### config.mk
export PLATFORM = sky130hd
export DESIGN_NAME = phy_rx_deframer
export DESIGN_NICKNAME = d
export VERILOG_FILES = /design/src/rtl/phy_rx_deframer_pkg.sv /design/src/rtl/phy_rx_os_detect.sv /design/src/rtl/phy_rx_deframer.sv
export SDC_FILE = /design/constraint.sdc
export NUM_CORES = 1
export LEC_CHECK = 0
export ABC_AREA = 1
export CORE_UTILIZATION = 37
export DETAILED_ROUTE_END_ITERATION = 6
export GPL_ROUTABILITY_DRIVEN = 0
export PLACE_DENSITY_LB_ADDON = 0.08
export SYNTH_ARGS = -nofsm -noshare
export SYNTH_HDL_FRONTEND = slang
export SYNTH_SLANG_ARGS = --single-unit
### constraint.sdc
create_clock -name CLK -period 1.75 [get_ports CLK]
set_input_delay 0.35 -clock CLK [delete_from_list [all_inputs] [get_ports CLK]]
set_output_delay 0.35 -clock CLK [all_outputs]
set_load 0.02 [all_outputs]
### src/rtl/phy_rx_deframer_pkg.sv
// Shared definitions for the PHY receive deframer: framing symbol codes,
// ordered-set type encodings, framing FSM state encoding and small helpers
// that map between ordered-set symbols and their type codes.
package phy_rx_deframer_pkg;

    localparam logic [7:0] SYM_STP   = 8'hFB;
    localparam logic [7:0] SYM_SDP   = 8'h5C;
    localparam logic [7:0] SYM_END   = 8'hFD;
    localparam logic [7:0] SYM_EDB   = 8'hFE;
    localparam logic [7:0] SYM_SKP   = 8'h1C;
    localparam logic [7:0] SYM_IDL   = 8'h7C;
    localparam logic [7:0] SYM_FTS   = 8'h3C;
    localparam logic [7:0] SYM_COM   = 8'hBC;
    localparam logic [7:0] SYM_LIDLE = 8'h00;

    localparam logic [1:0] OS_SKP = 2'd0;
    localparam logic [1:0] OS_IDL = 2'd1;
    localparam logic [1:0] OS_FTS = 2'd2;

    typedef enum logic [1:0] {
        ST_IDLE,
        ST_OSET,
        ST_PKT_FIRST,
        ST_PKT
    } state_e;

    // {is_os_symbol, os_type}
    function automatic logic [2:0] os_classify(input logic [7:0] sym);
        case (sym)
            SYM_SKP: return {1'b1, OS_SKP};
            SYM_IDL: return {1'b1, OS_IDL};
            SYM_FTS: return {1'b1, OS_FTS};
            default: return 3'b000;
        endcase
    endfunction

    function automatic logic [7:0] os_symbol(input logic [1:0] os_type);
        case (os_type)
            OS_IDL:  return SYM_IDL;
            OS_FTS:  return SYM_FTS;
            default: return SYM_SKP;
        endcase
    endfunction

endpackage

### src/rtl/phy_rx_os_detect.sv
// Ordered-set tracker. Started by the framing FSM when a COM is seen in IDLE,
// it counts the following symbols, fixes the set type from the first symbol
// after COM and checks every later symbol against it.
// Ports:
//   clk_i, rst_ni  clock, asynchronous active-low reset
//   sym_i, k_i     current symbol and control flag
//   valid_i        symbol qualifier; nothing advances while low
//   start_i        COM accepted in IDLE: begin a new set (count 1)
//   done_o         this symbol completes the set (combinational)
//   type_o         set type, valid with done_o
//   err_o          this symbol breaks the set (combinational)
//   restart_o      the breaking symbol was a COM; a new set starts with it
//   busy_o         a set is in progress
module phy_rx_os_detect
    import phy_rx_deframer_pkg::*;
#(
    parameter int OS_LEN = 4
) (
    input  logic       clk_i,
    input  logic       rst_ni,
    input  logic [7:0] sym_i,
    input  logic       k_i,
    input  logic       valid_i,
    input  logic       start_i,
    output logic       done_o,
    output logic [1:0] type_o,
    output logic       err_o,
    output logic       restart_o,
    output logic       busy_o
);

    localparam int CW = $clog2(OS_LEN + 1);

    logic [CW-1:0] cnt_q, cnt_d;
    logic [1:0]    type_q, type_d;
    logic [2:0]    cls;
    logic          match;
    logic          last;

    assign cls    = os_classify(sym_i);
    assign busy_o = (cnt_q != '0);

    always_comb begin
        cnt_d     = cnt_q;
        type_d    = type_q;
        done_o    = 1'b0;
        err_o     = 1'b0;
        restart_o = 1'b0;
        type_o    = type_q;
        match     = 1'b0;
        last      = (cnt_q == CW'(OS_LEN - 1));

        // The symbol right after COM selects the type; later ones must repeat it.
        if (cnt_q == CW'(1)) begin
            match  = k_i && cls[2];
            type_o = cls[1:0];
        end else begin
            match = k_i && (sym_i == os_symbol(type_q));
        end

        if (start_i) begin
            cnt_d = CW'(1);
        end else if (valid_i && busy_o) begin
            if (match) begin
                type_d = type_o;
                if (last) begin
                    done_o = 1'b1;
                    cnt_d  = '0;
                end else begin
                    cnt_d = cnt_q + 1'b1;
                end
            end else begin
                err_o = 1'b1;
                if (k_i && (sym_i == SYM_COM)) begin
                    restart_o = 1'b1;
                    cnt_d     = CW'(1);
                end else begin
                    cnt_d = '0;
                end
            end
        end
    end

    always_ff @(posedge clk_i or negedge rst_ni) begin
        if (!rst_ni) begin
            cnt_q  <= '0;
            type_q <= OS_SKP;
        end else begin
            cnt_q  <= cnt_d;
            type_q <= type_d;
        end
    end

endmodule

### src/rtl/phy_rx_deframer.sv
// Receive deframer downstream of the PHY symbol mux. Recognises COM-led
// ordered sets and STP/SDP-framed packets; delivers payload bytes with
// SOP/EOP, packet type, nullify and length to the link layer.
// Ports:
//   CLK, RESET_L            clock, asynchronous active-low reset
//   DATA_IN, K_IN, VALID_IN  incoming symbol, control flag, qualifier
//   PAYLOAD, PAYLOAD_VALID   payload byte and its strobe
//   SOP, EOP                 first / last payload byte of a packet
//   PKT_TYPE                 0 = TLP, 1 = DLLP, held for the packet
//   PKT_NULL, PKT_LEN        with EOP: nullified flag, payload byte count
//   OS_VALID, OS_TYPE        ordered set completed, its type
//   FRAME_ERR                one-cycle framing violation pulse
module phy_rx_deframer
    import phy_rx_deframer_pkg::*;
#(
    parameter int MAX_PKT = 64,
    parameter int LEN_W   = 7,
    parameter int OS_LEN  = 4
) (
    input  logic             CLK,
    input  logic             RESET_L,
    input  logic [7:0]       DATA_IN,
    input  logic             K_IN,
    input  logic             VALID_IN,
    output logic [7:0]       PAYLOAD,
    output logic             PAYLOAD_VALID,
    output logic             SOP,
    output logic             EOP,
    output logic             PKT_TYPE,
    output logic             PKT_NULL,
    output logic [LEN_W-1:0] PKT_LEN,
    output logic             OS_VALID,
    output logic [1:0]       OS_TYPE,
    output logic             FRAME_ERR
);

    localparam logic [LEN_W-1:0] MAX_CNT = LEN_W'(MAX_PKT);

    state_e           state_q, state_d;
    logic [7:0]       hold_q, hold_d;
    logic             first_q, first_d;
    logic [LEN_W-1:0] cnt_q, cnt_d;
    logic             type_q, type_d;

    logic [7:0]       payload_q, payload_d;
    logic             pvld_q, pvld_d;
    logic             sop_q, sop_d;
    logic             eop_q, eop_d;
    logic             null_q, null_d;
    logic [LEN_W-1:0] len_q, len_d;
    logic             osv_q, osv_d;
    logic [1:0]       ost_q, ost_d;
    logic             ferr_q, ferr_d;

    logic             os_start, os_done, os_err, os_restart, os_busy;
    logic [1:0]       os_type;

    phy_rx_os_detect #(.OS_LEN(OS_LEN)) u_os (
        .clk_i     (CLK),
        .rst_ni    (RESET_L),
        .sym_i     (DATA_IN),
        .k_i       (K_IN),
        .valid_i   (VALID_IN),
        .start_i   (os_start),
        .done_o    (os_done),
        .type_o    (os_type),
        .err_o     (os_err),
        .restart_o (os_restart),
        .busy_o    (os_busy)
    );

    always_comb begin
        state_d   = state_q;
        hold_d    = hold_q;
        first_d   = first_q;
        cnt_d     = cnt_q;
        type_d    = type_q;
        payload_d = '0;
        pvld_d    = 1'b0;
        sop_d     = 1'b0;
        eop_d     = 1'b0;
        null_d    = 1'b0;
        len_d     = '0;
        osv_d     = 1'b0;
        ost_d     = '0;
        ferr_d    = 1'b0;
        os_start  = 1'b0;

        if (VALID_IN) begin
            case (state_q)
                ST_IDLE: begin
                    if (K_IN) begin
                        if (DATA_IN == SYM_COM) begin
                            os_start = 1'b1;
                            state_d  = ST_OSET;
                        end else if ((DATA_IN == SYM_STP) || (DATA_IN == SYM_SDP)) begin
                            type_d  = (DATA_IN == SYM_SDP);
                            state_d = ST_PKT_FIRST;
                        end else begin
                            ferr_d = 1'b1;
                        end
                    end else if (DATA_IN != SYM_LIDLE) begin
                        ferr_d = 1'b1;
                    end
                end
                ST_OSET: begin
                    if (!os_busy) begin
                        state_d = ST_IDLE;
                    end else if (os_done) begin
                        osv_d   = 1'b1;
                        ost_d   = os_type;
                        state_d = ST_IDLE;
                    end else if (os_err) begin
                        ferr_d  = 1'b1;
                        state_d = os_restart ? ST_OSET : ST_IDLE;
                    end
                end
                ST_PKT_FIRST: begin
                    if (!K_IN) begin
                        hold_d  = DATA_IN;
                        first_d = 1'b1;
                        cnt_d   = LEN_W'(1);
                        state_d = ST_PKT;
                    end else begin
                        ferr_d  = 1'b1;
                        state_d = ST_IDLE;
                    end
                end
                ST_PKT: begin
                    // The held byte is only released once the next symbol
                    // tells us whether it is the last one.
                    if (!K_IN) begin
                        if (cnt_q == MAX_CNT) begin
                            ferr_d  = 1'b1;
                            state_d = ST_IDLE;
                        end else begin
                            payload_d = hold_q;
                            pvld_d    = 1'b1;
                            sop_d     = first_q;
                            hold_d    = DATA_IN;
                            first_d   = 1'b0;
                            cnt_d     = cnt_q + 1'b1;
                        end
                    end else if ((DATA_IN == SYM_END) || (DATA_IN == SYM_EDB)) begin
                        payload_d = hold_q;
                        pvld_d    = 1'b1;
                        sop_d     = first_q;
                        eop_d     = 1'b1;
                        null_d    = (DATA_IN == SYM_EDB);
                        len_d     = cnt_q;
                        state_d   = ST_IDLE;
                    end else begin
                        ferr_d  = 1'b1;
                        state_d = ST_IDLE;
                    end
                end
                default: state_d = ST_IDLE;
            endcase
        end
    end

    always_ff @(posedge CLK or negedge RESET_L) begin
        if (!RESET_L) begin
            state_q   <= ST_IDLE;
            hold_q    <= '0;
            first_q   <= 1'b0;
            cnt_q     <= '0;
            type_q    <= 1'b0;
            payload_q <= '0;
            pvld_q    <= 1'b0;
            sop_q     <= 1'b0;
            eop_q     <= 1'b0;
            null_q    <= 1'b0;
            len_q     <= '0;
            osv_q     <= 1'b0;
            ost_q     <= '0;
            ferr_q    <= 1'b0;
        end else begin
            state_q   <= state_d;
            hold_q    <= hold_d;
            first_q   <= first_d;
            cnt_q     <= cnt_d;
            type_q    <= type_d;
            payload_q <= payload_d;
            pvld_q    <= pvld_d;
            sop_q     <= sop_d;
            eop_q     <= eop_d;
            null_q    <= null_d;
            len_q     <= len_d;
            osv_q     <= osv_d;
            ost_q     <= ost_d;
            ferr_q    <= ferr_d;
        end
    end

    assign PAYLOAD       = payload_q;
    assign PAYLOAD_VALID = pvld_q;
    assign SOP           = sop_q;
    assign EOP           = eop_q;
    assign PKT_TYPE      = type_q;
    assign PKT_NULL      = null_q;
    assign PKT_LEN       = len_q;
    assign OS_VALID      = osv_q;
    assign OS_TYPE       = ost_q;
    assign FRAME_ERR     = ferr_q;

endmodule

==> metrics <==
path type of the worst setup path primary input to register; final hold violations 0; Final Cycle Share 96.3%; GRT Util Overall 16.1%; cell taking the most area after synthesis dfrtp_1; worst hold path class primary input to async pin; reg2reg start u_os.type_q[1]; Area growth syn-to-layout 39.0%; Routed WL per cell 11.9 um; initial core utilization 38.3%; number of synthesized flops with an enable pin 0; post-synthesis cell area 2420 um2; Final Worst Setup Slack around 65 ps; CTS tree yes; R2R setup slack about 80 ps; minimum clock period around 1700 ps; total grt overflow 0; Synth Instances 279; router iterations before antenna repair 4; num rows 29; Die X-Extent 82.8 um; share of layout cells above drive strength 1 between 20% and 30%; IO Pins 36; first-pass GRT wire length 8890 um; Sinks on Clock Net 47; CTS HTree Levels 2; total of warnings raised by yosys 0; maximum fanout along the worst path 6; storage element area approximately 1200 um2; Slew Viols, Final 0; largest net degree at the start of global routing 48; worst r2r dst OS_TYPE[0]; Setup WS pre-CTS -233 ps; GR Util met3 3.68%; type of element capturing the critical path register; met2 usage 27.0%; antenna violations before repair 0; Int Pwr approximately 2.3 mW; cts bufs inserted 5; critical path required time 1970 ps; commonest cells in the netlist dfrtp_1, nand2_1, inv_1, nor2_1, nand3_1; Yosys reg bits 47; clk_lat worst skew 300 ps; leakage power 1.67 nW; top cells by area, synth dfrtp_1, nand2_1, inv_1; CTS clock-pin slew for the worst setup and hold paths 90 ps; RSZ-0062 raised after global routing true; switching share of power 33.8%; hold slack 26.5 ps; CP Launch Point DATA_IN[1]; syn avg cell area slightly below 9 um2; FF-to-FF path depth 9; DRT iter0 DRCs 65; count of different cell masters after synthesis 37; Fill cells 605; busiest layer in global routing met2; crit start category primary input; I/O Buffers 35; Via density 4.68; antenna viol nets, final 0; via count 2,045; vias in the first global route 1,940; routed wire length 5210 um; core region area 6310 um2; CTS root buffer clkbuf_8; max_cap viols 0; Peak VDD IR 0.468 mV; switching power approximately 1.2 mW; most frequent cell after synthesis dfrtp_1; Die Area between 6000 and 7000 um2; die height 82.8 um; clock tree buffer depth 2; DRC viols 0; sequential area share after synthesis between 40% and 50%; share of the synthesized area in the top cell type around 50%; actual slew at the worst max-slew pin ~310 ps; met1 usage 20.8%; pwr dens 1040 nW/um2; status finished clean; DP HPWL between 3000 and 4000 um; fmax 0.594 GHz; Comb pwr share 32.2%; Max-slew headroom 79.0%; Arrival @ worst endpoint 1910 ps; skew final around 12 ps; Worst Setup EP OS_TYPE[0]; Net Count, Synth 297; ys flop type dfrtp_1; clock group share of total power 26.8%; Seq pwr share 41.0%; # diodes 0; final setup vio count 0; Nets between 300 and 400; area of the multi-input gates 1090 um2; Async SR Flop Fraction 100%
kinds of logic (layout without fill, tap and decap cells):
group / count (synthesis) / after routing / share of synthesized area (%)
AO/OA/AOI/OAI: 35 / 35 / 8.96
XOR/XNOR: 2 / 2 / 0.725
adder cells (fa/ha/maj): 6 / 6 / 3.11
buffers and inverters: 52 / 133 / 8.49
flip-flops: 47 / 47 / 48.7
multiplexers: 2 / 2 / 0.829
AND/OR/NAND/NOR: 135 / 135 / 29.2
sequential cells by signal, indices dropped and copies added (netlist names), 2 cells and up:
register,cells
PKT_LEN,7
hold_q,8
u_os.type_q,2
PAYLOAD,8
OS_TYPE,2
state_q,2
cnt_q,7
u_os.cnt_q,3
layout make-up:
cell class	instances	area share, %
clock buffer	6	2.16
clock inverter	2	1.79
inverter	48	5.48
multi-input combinational	180	32.3
sequential	47	35.0
tap	77	2.87
timing repair buffer	77	20.3
metal layers:
layer	share of wire, %	wire length [um]
met5	0	0
met4	1.0	52
met3	2.8	144
met2	49	2580
met1	47	2440
power groups by stage:
| stage | Sequential, mW | Clock [mW] | Combinational, mW |
|---|---|---|---|
| floorplan | 1.43 | 0 | 0.707 |
| global placement | 1.44 | 0 | 1.04 |
| detailed placement | 1.44 | 0 | 1.05 |
| CTS | 1.42 | 0.951 | 1.06 |
| global route | 1.45 | 1.01 | 1.27 |
| finish | 1.43 | 0.931 | 1.12 |
worst min-delay path by stage:
stage          depth (start not counted)  slack (ps)            end
2_1_floorplan                          0          50            EOP
3_3_place_gp                           2         350     PAYLOAD[3]
3_5_place_dp                           2         360  PAYLOAD_VALID
4_1_cts                                2          30  PAYLOAD_VALID
5_1_grt                                2          40     PAYLOAD[4]
6_report                               2          30        first_q
repair_timing:
item / in CTS / in global routing
endpoints found under the setup margin: 0 / 22
gates resized for setup: 0 / 16
buffers inserted: 0 / 6
hold buffers: 0 / 0
cell usage in the layout (no fill, tap or decap), drive strengths merged, types with 2 or more instances in the layout:
cell type | netlist | routed
nand2 | 52 | 52
nand3 | 21 | 21
o31ai | 2 | 2
bufinv | 0 | 2
nor3 | 5 | 5
dlymetal6s2s | 0 | 4
a32oi | 2 | 2
nand4 | 9 | 9
o21ai | 23 | 23
xor2 | 2 | 2
dfrtp | 47 | 47
clkdlybuf4s50 | 0 | 30
buf | 3 | 43
a21oi | 6 | 6
mux2i | 2 | 2
inv | 47 | 47
ha | 6 | 6
clkbuf | 1 | 6
nor2 | 46 | 46
through the flow:
step	instances	cell area, um2	TNS (ps)	total power [mW]	util (%)
6_report	437	3360	0	3.48	53.2
5_1_grt	437	3360	-21.6	3.73	53.2
4_1_cts	431	3250	0	3.43	51.5
3_5_place_dp	423	3120	-6170	2.50	49.4
3_3_place_gp	423	3120	-5410	2.48	49.4
2_1_floorplan	279	2420	0	2.14	-
worst max-delay path: stages:
cell and delay, ps:
clkdlybuf4s50_1 460, nor2_1 210, nand2_4 90, nor2_4 110, nand3_4 140, nor2_8 190
nand4_1 200, nor2_1 160
No activity file was read; power rests on OpenSTA's default activity.
==> edit 1: new RTL, same settings <==
Set the parameter `LEN_W` to 14 (it was 7).
--- a/src/rtl/phy_rx_deframer.sv
+++ b/src/rtl/phy_rx_deframer.sv
@@ -14,7 +14,7 @@
     import phy_rx_deframer_pkg::*;
 #(
     parameter int MAX_PKT = 64,
-    parameter int LEN_W   = 7,
+    parameter int LEN_W   = 14,
     parameter int OS_LEN  = 4
 ) (
     input  logic             CLK,
Ports: changed (resized PKT_LEN); port bits go from 36 to 43. No check against the original RTL was run, so the function may have changed too.
==> edit 1 against the original RTL <==
  * Sequential share of layout area increased by 0.69 points
  * Total power up 24%
  * Design area up 27%
  * Fmax down 0.81%
  * Sequential cell count increased by 14
  * Setup slack lost 0.014 ns
  * Global-route usage increased by 2.9 points
  * Cell count up 32%
  * Wire length up 45%
  * Area after synthesis up 27%
  * Critical endpoint is now PKT_TYPE
  * Largest cell class unchanged
  * Highest routed layer unchanged
==> edit 1: results (changes against the original RTL) <==
numPortBuffers: 42  # +20%
vias: 2767  # +35%
globalRouteMet2Util: 0.275  # +0.00402
cp.arrival_ns: 1.35  # -0.56 ns
grt_pass1_vias: 2596  # +34%
grt_first_pass_wirelength_um: 12600  # +42%
ys_seq_area_frac: 0.497  # +0.00975
whs_ns: 0.00241  # -0.0241 ns
outcome: "complete, no violations"
dp_slack_ns: -0.330  # -0.0963 ns
met2_wirelength_um: 3400  # +32%
dp_cells: 554  # +31%
critPathMaxStageDelay_ns: 0.62  # +0.16 ns
synth_area_per_cell_um2: 8.20  # -5.3%
slew-limit-headroom: 0.690  # -0.100
fin_ws_ns: 0.0515  # -0.0138 ns
clk_pin_slew_ns: 0.07  # -0.02 ns
dp_hpwl_um: 5210  # +34%
met1_length_um: 3680  # +51%
syn_nets: 393  # +32%
synth_common_cells: "nand2_1, dfrtp_1, nor2_1"
nNetsFinal: 488  # +29%
p_leak_uw: 0.00204  # +23%
yosys-top-cells-area: "dfrtp_1, nand2_1, nor2_1"
syn_area_um2: 3070  # +27%
cts_buffers: 9  # +4
[edit 1: cell count changes in the layout (fill, tap and decap cells not counted), moves of 7 or more]
cell	before	now
nand2_1	42	72
dfrtp_1	47	61
nor2_1	32	45
nand3_1	16	28
inv_2	9	18
o21ai_0	11	20
nor2_2	11	4
[edit 1: timing repair]
item                                    4_1_cts  5_1_grt
hold buffers                                  0        0
cloned                                        0        1
setup buffers                                 0        6
pin swaps                                     1        8
endpoints found under the setup margin       23       42
resized for setup                             2       33
[edit 1: path summary, 6_finish.rpt]
check,from,to,cells past startpoint
worst min-delay path,RESET_L,PKT_LEN[8],2
worst min register to register,hold_q[6],hold_q[6],2
worst max register to register,cnt_q[11],cnt_q[7],8
max in group asynchronous,RESET_L,u_os.type_q[0],2
min in group CLK,DATA_IN[0],hold_q[0],3
worst max-delay path,PKT_TYPE,PKT_TYPE,1
[edit 1: area by class of cell]
class,instances,area [µm²]
multi-input combinational,250,1370
tap,102,128
timing repair buffer,90,848
inverter,58,226
sequential,61,1530
clock buffer,12,155
fill,751,3610
clock inverter,4,22.5
[edit 1: metrics by stage]
step                instance area [µm²]  utilization   TNS, ns
global placement                   3930        0.498     -9.02
global route                       4270        0.542    -0.127
detailed placement                 3930        0.498    -10.18
finish                             4270        0.542         0
CTS                                4110        0.521  -0.00189
floorplan                          3070            -         0
[edit 1: report_power, final]
group / total, µW / switching (µW) / internal, µW
sequential: 1740 / 129 / 1620
clock: 1150 / 567 / 584
combinational: 1420 / 847 / 570
[edit 1: cells by family (layout without fill, tap and decap cells)]
family,count (synthesis),after routing,synth area share
AO/OA/AOI/OAI,44,44,0.0794
flip-flops,61,61,0.497
adder cells (fa/ha/maj),6,6,0.0244
XOR/XNOR,5,5,0.0142
AND/OR/NAND/NOR,195,195,0.302
buffers and inverters,64,164,0.0838
==> edit 2: new RTL, config.mk and constraints unchanged <==
Without the edit above. Make the reset (`RESET_L` and `rst_ni`) synchronous in 2 clocked blocks. Comments in the files are not updated.
--- a/src/rtl/phy_rx_os_detect.sv
+++ b/src/rtl/phy_rx_os_detect.sv
@@ -81,7 +81,7 @@
         end
     end
 
-    always_ff @(posedge clk_i or negedge rst_ni) begin
+    always_ff @(posedge clk_i) begin
         if (!rst_ni) begin
             cnt_q  <= '0;
             type_q <= OS_SKP;
--- a/src/rtl/phy_rx_deframer.sv
+++ b/src/rtl/phy_rx_deframer.sv
@@ -159,7 +159,7 @@
         end
     end
 
-    always_ff @(posedge CLK or negedge RESET_L) begin
+    always_ff @(posedge CLK) begin
         if (!RESET_L) begin
             state_q   <= ST_IDLE;
             hold_q    <= '0;
Formal check against the unedited RTL: differs if RESET_L is asserted again (counterexample within 4 cycles, from zero or initial values and one cycle with RESET_L low); with RESET_L held inactive, the same outputs for 10 cycles.
==> edit 2 against the original RTL <==
  * First-iteration DRC count is 6.2% higher
  * Cell count is 1.4% higher
  * Sequential cell count stayed put
  * Area after synthesis is 10% lower
  * Setup slack better by 0.011 ns
  * Hold slack better by 0.41 ns
  * Wire length is 3.5% lower
  * Design area is 8.9% lower
  * Highest routed layer unchanged
  * Fmax is 0.64% higher
Power is not compared: it rests on default switching activity, and its combinational part moved more than twofold at a synthesized area within 25%.
==> edit 2: results (changes against the original RTL) <==
synth-xor-area-share: 0.0202  # +0.0129
outcome: "complete, no violations"
dp_hpwl_um: 3900  # about the same
min_path_type: "reg2reg"
globalRouteMet2Util: 0.279  # +0.00864
slew-limit-headroom: 0.696  # -0.0944
synth_compound_area_frac: 0.104  # +0.0147
multi_input_cells: 185  # +2.8%
muxShareOfSynthArea: 0  # -0.00829
seq_area_um2: 945  # -20%
die_w_um: 78.6  # -5.1%
met2_wirelength_um: 2250  # -13%
route.met3.wl_um: 168  # +17%
post_dp_cell_area_um2: 2920  # -6.3%
non_clock_buffer_count: 79  # +2.6%
clock_skew_ns: 0.00805  # -0.00395 ns
clk_pin_slew_ns: 0.09  # about the same
n_fill_cell: 565  # -6.6%
seq-cell-share: 0.309  # -0.0416
grtUsageTotal: 0.181  # +0.0198
grt_pass1_vias: 1920  # -1.0%
wl_per_cell_um: 11.3  # -4.8%
grtUsageMet1: 0.242  # +0.0336
netlist_instances: 287  # +2.9%
ys_warn_count: 0  # unchanged
clk_share: 0.0286  # -0.0109
buf_share: 0.228  # +0.0247
fin_cells: 443  # +1.4%
dp_cells: 434  # +2.6%
cp_max_fo: 3  # -3
grt_first_pass_wirelength_um: 8600  # -3.2%
synth_flop_cell: "dfxtp_1"
ys_seq_area_frac: 0.433  # -0.0536
multi_input_area_share: 0.341  # +0.0180
synth-async-reset-ratio: 0  # -1.00
grtUsageMet3: 0.0419  # +0.00508
nNonClkInverters: 52  # +8.3%
synth_common_cells: "dfxtp_1, inv_1, nor2_1"
syn_nets: 305  # +2.7%
vias: 2006  # -1.9%
grt_max_degree: 20  # -58%
drt_iter0_drc: 69  # +6.2%
final_layout_size_suffix_gt1_frac: 0.245  # -0.0297
[edit 2: cell count changes after synthesis, moves of 4 or more]
cell,before,now
inv_1,39,44
nor3_1,3,9
nor2_1,32,38
o21ai_1,11,1
dfrtp_1,47,0
nor2_2,11,3
dfxtp_1,0,47
nand2_1,45,37
a21oi_1,4,19
nand4_1,9,5
o21ai_0,11,18
[edit 2: what timing repair did]
item,CTS,global route
hold endpoints to repair,0,0
buffers inserted,0,1
pin swaps,0,2
endpoints found under the setup margin,9,41
gates resized for setup,1,16
[edit 2: worst paths after layout]
path / slack (ns) / from / end / cells after the start
worst min register to register: 0.44 / first_q / SOP / 2
worst min-delay path: 0.44 / first_q / SOP / 2
worst max-delay path: 0.08 / DATA_IN[2] / state_q[0] / 13
worst max register to register: 0.15 / u_os.type_q[1] / OS_TYPE[0] / 11
